$ cat config.mk
export PLATFORM = sky130hd
export DESIGN_NAME = uart_tx_scheduler_flat
export DESIGN_NICKNAME = d
export VERILOG_FILES = /design/src/rtl/uart_pkg.sv /design/src/rtl/uart_tx_scheduler_if.sv /design/src/rtl/uart_baud_tick.sv /design/src/rtl/uart_tx_scheduler.sv /design/src/flat_wrapper.sv
export SDC_FILE = /design/constraint.sdc
export NUM_CORES = 1
export LEC_CHECK = 0
export CORE_MARGIN = 2
export CORE_UTILIZATION = 43
export CTS_CLUSTER_SIZE = 40
export DETAILED_ROUTE_END_ITERATION = 12
export PLACE_DENSITY = 0.75
export SETUP_SLACK_MARGIN = 0.02
export SLEW_MARGIN = 30
export SYNTH_ARGS = -nofsm -noshare
export SYNTH_HDL_FRONTEND = slang
export SYNTH_SLANG_ARGS = --single-unit
$ cat constraint.sdc
create_clock -name BCLK -period 1.3 [get_ports BCLK]
set_input_delay 0.39 -clock BCLK [delete_from_list [all_inputs] [get_ports BCLK]]
set_output_delay 0.39 -clock BCLK [all_outputs]
set_load 0.005 [all_outputs]
$ cat src/rtl/uart_pkg.sv
// Shared definitions for the UART transmit path: frame length, scheduler states
// and the round-robin pick used to share the TX shift register.
package uart_pkg;

  localparam int FRAME_BITS = 10;

  typedef enum logic [2:0] {
    ST_IDLE = 3'd0,
    ST_LOAD = 3'd1,
    ST_SEND = 3'd2,
    ST_STOP = 3'd3,
    ST_DONE = 3'd4
  } sched_state_t;

  // A lone requester always wins; on a tie the one not served last time wins.
  function automatic logic rr_pick(input logic r0, input logic r1, input logic last_grant);
    logic pick;
    if (r0 && r1) begin
      pick = ~last_grant;
    end else if (r1) begin
      pick = 1'b1;
    end else begin
      pick = 1'b0;
    end
    return pick;
  endfunction

endpackage

$ cat src/rtl/uart_tx_scheduler_if.sv
// Byte-source handshakes plus the shift-register control lines of the UART TX
// scheduler; the scheduler takes the slave side.
interface uart_tx_scheduler_if;

  logic       req0;
  logic [7:0] data0;
  logic       ack0;
  logic       req1;
  logic [7:0] data1;
  logic       ack1;
  logic       signal_load;
  logic       signal_shift;
  logic [7:0] data_out;
  logic       signal_busy;
  logic       tx_done;
  logic       grant_id;

  modport master (
    output req0, data0, req1, data1, signal_busy,
    input  ack0, ack1, signal_load, signal_shift, data_out, tx_done, grant_id
  );

  modport slave (
    input  req0, data0, req1, data1, signal_busy,
    output ack0, ack1, signal_load, signal_shift, data_out, tx_done, grant_id
  );

endinterface

$ cat src/rtl/uart_baud_tick.sv
// Bit-period counter: counts 0..CLKS_PER_BIT-1 while enabled, wraps, and flags
// the cycles where the count sits at zero.
module uart_baud_tick #(
  parameter int CLKS_PER_BIT = 16,
  parameter int CW           = $clog2(CLKS_PER_BIT)
) (
  input  logic          BCLK,
  input  logic          RST_N,
  input  logic          clr,
  input  logic          en,
  output logic [CW-1:0] cnt,
  output logic          tick
);

  localparam logic [CW-1:0] CNT_LAST = CW'(CLKS_PER_BIT - 1);

  logic [CW-1:0] cnt_r;

  // Clear has priority over counting; the count holds while disabled.
  always_ff @(posedge BCLK or negedge RST_N) begin
    if (!RST_N) begin
      cnt_r <= '0;
    end else if (clr) begin
      cnt_r <= '0;
    end else if (en) begin
      if (cnt_r == CNT_LAST) begin
        cnt_r <= '0;
      end else begin
        cnt_r <= cnt_r + CW'(1);
      end
    end else begin
      cnt_r <= cnt_r;
    end
  end

  assign cnt  = cnt_r;
  assign tick = (cnt_r == '0);

endmodule

$ cat src/rtl/uart_tx_scheduler.sv
// Shares one UART TX shift register between two byte sources: round-robin grant,
// then load, paced shifts and a full stop-bit period before reporting tx_done.
module uart_tx_scheduler
  import uart_pkg::*;
#(
  parameter int CLKS_PER_BIT = 16
) (
  input  logic              BCLK,
  input  logic              RST_N,
  uart_tx_scheduler_if.slave bus
);

  localparam int            CW         = $clog2(CLKS_PER_BIT);
  localparam logic [CW-1:0] CNT_LAST   = CW'(CLKS_PER_BIT - 1);
  localparam logic [CW-1:0] STOP_LAST  = CW'(CLKS_PER_BIT - 2);
  localparam logic [3:0]    LAST_SHIFT = 4'(FRAME_BITS - 1);

  sched_state_t  state_r, state_s;
  logic          grant_r, last_grant_r;
  logic [7:0]    data_out_r;
  logic          ack0_r, ack1_r, load_r, shift_r, done_r;
  logic [3:0]    shift_cnt_r;
  logic          clr_s, en_s, tick_s, pick_s, load_entry_s, shift_s;
  logic [CW-1:0] baud_cnt_s;

  uart_baud_tick #(.CLKS_PER_BIT(CLKS_PER_BIT), .CW(CW)) u_baud (
    .BCLK  (BCLK),
    .RST_N (RST_N),
    .clr   (clr_s),
    .en    (en_s),
    .cnt   (baud_cnt_s),
    .tick  (tick_s)
  );

  // Next-state and bit-counter control; STOP parks the counter one short of a
  // full period so the decision cycle completes the stop bit.
  always_comb begin
    state_s = state_r;
    clr_s   = 1'b0;
    en_s    = 1'b0;
    case (state_r)
      ST_IDLE: begin
        if (bus.req0 || bus.req1) begin
          state_s = ST_LOAD;
        end else begin
          state_s = ST_IDLE;
        end
      end
      ST_LOAD: begin
        clr_s   = 1'b1;
        state_s = ST_SEND;
      end
      ST_SEND: begin
        if (tick_s && (shift_cnt_r == LAST_SHIFT)) begin
          clr_s   = 1'b1;
          state_s = ST_STOP;
        end else begin
          en_s = 1'b1;
        end
      end
      ST_STOP: begin
        if (baud_cnt_s != STOP_LAST) begin
          en_s = 1'b1;
        end else if (!bus.signal_busy) begin
          state_s = ST_DONE;
        end else begin
          state_s = ST_STOP;
        end
      end
      ST_DONE: state_s = ST_IDLE;
      default: state_s = ST_IDLE;
    endcase
  end

  assign pick_s       = rr_pick(bus.req0, bus.req1, last_grant_r);
  assign load_entry_s = (state_r == ST_IDLE) && (state_s == ST_LOAD);
  // Outputs are registered, so a shift is flagged one cycle before the count hits zero.
  assign shift_s      = (state_s == ST_SEND) &&
                        ((state_r == ST_LOAD) || (baud_cnt_s == CNT_LAST));

  // State, grant bookkeeping and registered output pulses.
  always_ff @(posedge BCLK or negedge RST_N) begin
    if (!RST_N) begin
      state_r      <= ST_IDLE;
      grant_r      <= 1'b0;
      last_grant_r <= 1'b1;
      data_out_r   <= 8'h00;
      ack0_r       <= 1'b0;
      ack1_r       <= 1'b0;
      load_r       <= 1'b0;
      shift_r      <= 1'b0;
      done_r       <= 1'b0;
      shift_cnt_r  <= 4'd0;
    end else begin
      state_r <= state_s;
      load_r  <= load_entry_s;
      ack0_r  <= load_entry_s && !pick_s;
      ack1_r  <= load_entry_s && pick_s;
      shift_r <= shift_s;
      done_r  <= (state_s == ST_DONE);
      if (load_entry_s) begin
        grant_r    <= pick_s;
        data_out_r <= pick_s ? bus.data1 : bus.data0;
      end
      if (state_r == ST_LOAD) begin
        last_grant_r <= grant_r;
        shift_cnt_r  <= 4'd0;
      end else if (shift_r) begin
        shift_cnt_r <= shift_cnt_r + 4'd1;
      end
    end
  end

  assign bus.ack0         = ack0_r;
  assign bus.ack1         = ack1_r;
  assign bus.signal_load  = load_r;
  assign bus.signal_shift = shift_r;
  assign bus.data_out     = data_out_r;
  assign bus.tx_done      = done_r;
  assign bus.grant_id     = grant_r;

endmodule

$ cat src/flat_wrapper.sv
// flat-port wrapper written by rule: the top's interface ports become plain ports
module uart_tx_scheduler_flat import uart_pkg::*;
#(
  parameter int CLKS_PER_BIT = 16
)
  (BCLK, RST_N, bus_req0, bus_data0, bus_req1, bus_data1, bus_signal_busy, bus_ack0, bus_ack1, bus_signal_load, bus_signal_shift, bus_data_out, bus_tx_done, bus_grant_id);
  uart_tx_scheduler_if bus_i ();
  input  logic BCLK;
  input  logic RST_N;
  input wire logic [$bits(bus_i.req0)-1:0] bus_req0;
  input wire logic [$bits(bus_i.data0)-1:0] bus_data0;
  input wire logic [$bits(bus_i.req1)-1:0] bus_req1;
  input wire logic [$bits(bus_i.data1)-1:0] bus_data1;
  input wire logic [$bits(bus_i.signal_busy)-1:0] bus_signal_busy;
  output wire logic [$bits(bus_i.ack0)-1:0] bus_ack0;
  output wire logic [$bits(bus_i.ack1)-1:0] bus_ack1;
  output wire logic [$bits(bus_i.signal_load)-1:0] bus_signal_load;
  output wire logic [$bits(bus_i.signal_shift)-1:0] bus_signal_shift;
  output wire logic [$bits(bus_i.data_out)-1:0] bus_data_out;
  output wire logic [$bits(bus_i.tx_done)-1:0] bus_tx_done;
  output wire logic [$bits(bus_i.grant_id)-1:0] bus_grant_id;
  assign bus_i.req0 = bus_req0;
  assign bus_i.data0 = bus_data0;
  assign bus_i.req1 = bus_req1;
  assign bus_i.data1 = bus_data1;
  assign bus_i.signal_busy = bus_signal_busy;
  assign bus_ack0 = bus_i.ack0;
  assign bus_ack1 = bus_i.ack1;
  assign bus_signal_load = bus_i.signal_load;
  assign bus_signal_shift = bus_i.signal_shift;
  assign bus_data_out = bus_i.data_out;
  assign bus_tx_done = bus_i.tx_done;
  assign bus_grant_id = bus_i.grant_id;
  uart_tx_scheduler #(.CLKS_PER_BIT(CLKS_PER_BIT)) u_core (.BCLK(BCLK), .RST_N(RST_N), .bus(bus_i));
endmodule
==> key figures <==
Status
  • Status: finished with violations
  • Failing checks: setup timing

Setup path
  • Startpoint Class: flip-flop
  • Worst-path maximum fanout: 3
  • CP Data Arrival Time: 1820 ps
  • CP Data Required Time: 1580 ps
  • Worst setup EP type: flip-flop
  • Critical path class: flip-flop to flip-flop

Layout
  • Fin area: 1940 sq um
  • Antenna cells: 0
  • Ratio of cells with drive above 1 in the final layout: 40.3%
  • # nets final: 208
  • Fillers: 213
  • Layout area overhead: 50.2%

Timing
  • Slew @ Worst Pin: 297 ps
  • Final setup viols: 10
  • Setup WS post-layout: -233 ps
  • Slew Limit Fails: 0
  • RSZ-0062 raised after global routing: true
  • Final hold vios: 0
  • Minimum clock period after layout: 1530 ps
  • Slew Limit Headroom: 80.1%
  • Setup tns final: -1040 ps
  • FMAX: 652 MHz
  • Final clock skew: 10.2 ps
  • Final Cycle Share: 118%

Power
  • Power Density: 1890 nW/um^2
  • Leakage: 0.948 nW
  • Overall power: 3.68 mW
  • Maximum VDD drop: 992 uV

Synthesis
  • Syn. warnings: 0
  • Syn_nets: 146
  • Netlist cell types: 40
  • Post-synth top area share: 48.4%
  • Mapped Avg Cell Area: 10.8 sq um
  • Post-synth top cells: dfrtp_1, nand2_1, mux2i_1, o21ai_1, nor2_1
  • Ys async rst share: 100%
  • Synthesized flop and latch total: 26
  • Synth Flop Type: dfrtp_1
  • Post-synth design cell area: 1290 sq um
  • EDFF count, synth: 0
  • Count leader, synth: dfrtp_1
  • Top post-synthesis cells by area: dfrtp_1, mux2i_1, ha_1
  • Gate Count Post-Synth: 120
  • Synth area leader: dfrtp_1
  • Post-synthesis sequential area ratio: 50.4%

Placement
  • DP Area: 1820 sq um
  • Setup WS pre-CTS: -352 ps
  • Dpl hpwl: 2.25 mm
  • Buffers on Ports: 34
  • Gp weighted congestion: 0.846

GRT
  • Largest net degree at the start of global routing: 27
  • Gr busiest metal: met2
  • Number of global-route vias before repair: 1125
  • M1 GR Usage: 24.8%
  • Remaining global-route overflow: 0
  • Met3 Usage GRT: 2.86%
  • Global-route wire length before repair: 5.00 mm
  • GRT Util Overall: 19.1%
  • Met2 Usage GRT: 31.4%
  • Initial antenna violation count: 0

Route
  • DRC errors left: 0
  • Antenna violation net count after detailed routing: 0
  • Final WL: 3.34 mm
  • DRT Pass-1 Iters: 5
  • WL per Instance: 15.7 microns
  • Vias post-DR: 1147
  • Vias per cell: 5.41
  • Violation count after the first detailed-route iteration: 23

Worst hold path
  • Hold WC Path Type: input pin to async pin

Floorplan
  • Core outline area: 2810 sq um
  • Initial Util: 46.1%
  • DIE AREA: 3460 sq um
  • Die Wd: 58.8 microns
  • Die Span Y: 58.8 microns
  • Rows: 19
  • I/O Pins: 35

Clocking
  • CTS H-tree lvls: 1
  • Reg clk slew, reported paths: 150 ps
  • Root buffer cell: clkbuf_4
  • Sink Count: 26
  • Clock buffer depth: 2
  • TritonCTS clock tree: built
  • Insertion delay to the later sink of the worst-skew pair: 340 ps
  • Hold_buf cts: 0
  • CTS Buf Count: 3

Job
  • Max Cap Violations: 0
where the power goes:
group	total, mW	switching (mW)	internal, mW
sequential	1.34	0.222	1.12
clock	0.427	0.255	0.172
combinational	1.91	0.916	0.997
total	3.68	1.39	2.28
metal layers:
metal / vias to the layer above / share of wire [%]
met1: 542 / 41
met3: 19 / 4.2
met4: 0 / 4.2
met2: 40 / 50
met5: - / 0
li1: 546 / -
cells in the final DEF, fill, tap and decap left out, drive strengths merged, types with 2 or more instances in the layout:
cell | synthesis | final
nand4 | 2 | 2
clkdlybuf4s50 | 0 | 18
nand3 | 2 | 2
nand2b | 2 | 2
buf | 4 | 40
o21ai | 11 | 11
nor3 | 3 | 3
mux2i | 8 | 8
nor2 | 9 | 9
and3 | 3 | 3
dlymetal6s2s | 0 | 2
o31ai | 3 | 3
dfrtp | 25 | 25
xor2 | 2 | 2
nand2 | 14 | 14
inv | 4 | 4
a21oi | 4 | 4
nor2b | 2 | 2
ha | 5 | 5
clkbuf | 0 | 5
a211oi | 3 | 3
timing repair:
item	CTS	global route
setup endpoints to repair	24	28
gates cloned	1	0
resized for setup	68	14
buffers inserted	2	3
pin swaps	5	3
state kept, by name, summed over array words and instances (netlist names):
name and cells:
u_core.bus.ack0 1, u_core.bus.ack1 1, u_core.bus.data_out 8, u_core.bus.grant_id 1, u_core.bus.signal_load 1, u_core.bus.signal_shift 1, u_core.bus.tx_done 1, u_core.last_grant_r 1
u_core.shift_cnt_r 4, u_core.state_r 3, u_core.u_baud.cnt 4
final timing paths:
kind | slack, ps | cells past startpoint | end | start
max in group asynchronous | 700 | 2 | u_core.last_grant_r | RST_N
min reg2reg | 500 | 2 | u_core.bus.data_out[3] | u_core.bus.data_out[3]
min | 370 | 2 | u_core.u_baud.cnt[1] | RST_N
min in group BCLK | 500 | 3 | u_core.bus.ack1 | bus_req0
max reg2reg | -230 | 6 | u_core.state_r[0] | u_core.u_baud.cnt[1]
max | -230 | 6 | u_core.state_r[0] | u_core.u_baud.cnt[1]
worst max-delay path, stage by stage, from the launching register on:
cell	delay, ps
dfrtp_1	450
inv_1	80
ha_1	130
and4bb_1	250
a21oi_2	90
o31ai_2	320
buf_4	170
area by class of cell:
class                           instances  area [sq um]  share of cell area, %
Tap cell                               31          38.8                   2.00
Multi-Input combinational cell         86           701                   36.1
Timing Repair Buffer                   61           498                   25.6
Inverter                                4          15.0                  0.773
Clock buffer                            4          36.3                   1.87
Sequential cell                        26           653                   33.6
logic make-up (layout without fill, tap and decap cells):
logic type                 Yosys count  count (layout)  synth area share (%)
and+or+nand+nor                     41              41                  16.7
adders and majority gates            5               5                  4.84
buffers and inverters                8              69                  3.58
DFF                                 26              26                  50.4
muxes                                9               9                  7.07
xor gates and xnor gates             3               3                  2.03
AOI/OAI and AO/OA                   28              28                  15.3
stage by stage:
stage | cells | hold WS [ps] | util, %
after floorplan | 120 | 94.4 | -
after global placement | 202 | 469 | 64.8
after detailed placement | 202 | 475 | 64.8
after CTS | 209 | 383 | 66.4
after global routing | 212 | 399 | 69.2
final | 212 | 374 | 69.2
Note: power is estimated with default switching activity, not from simulation.
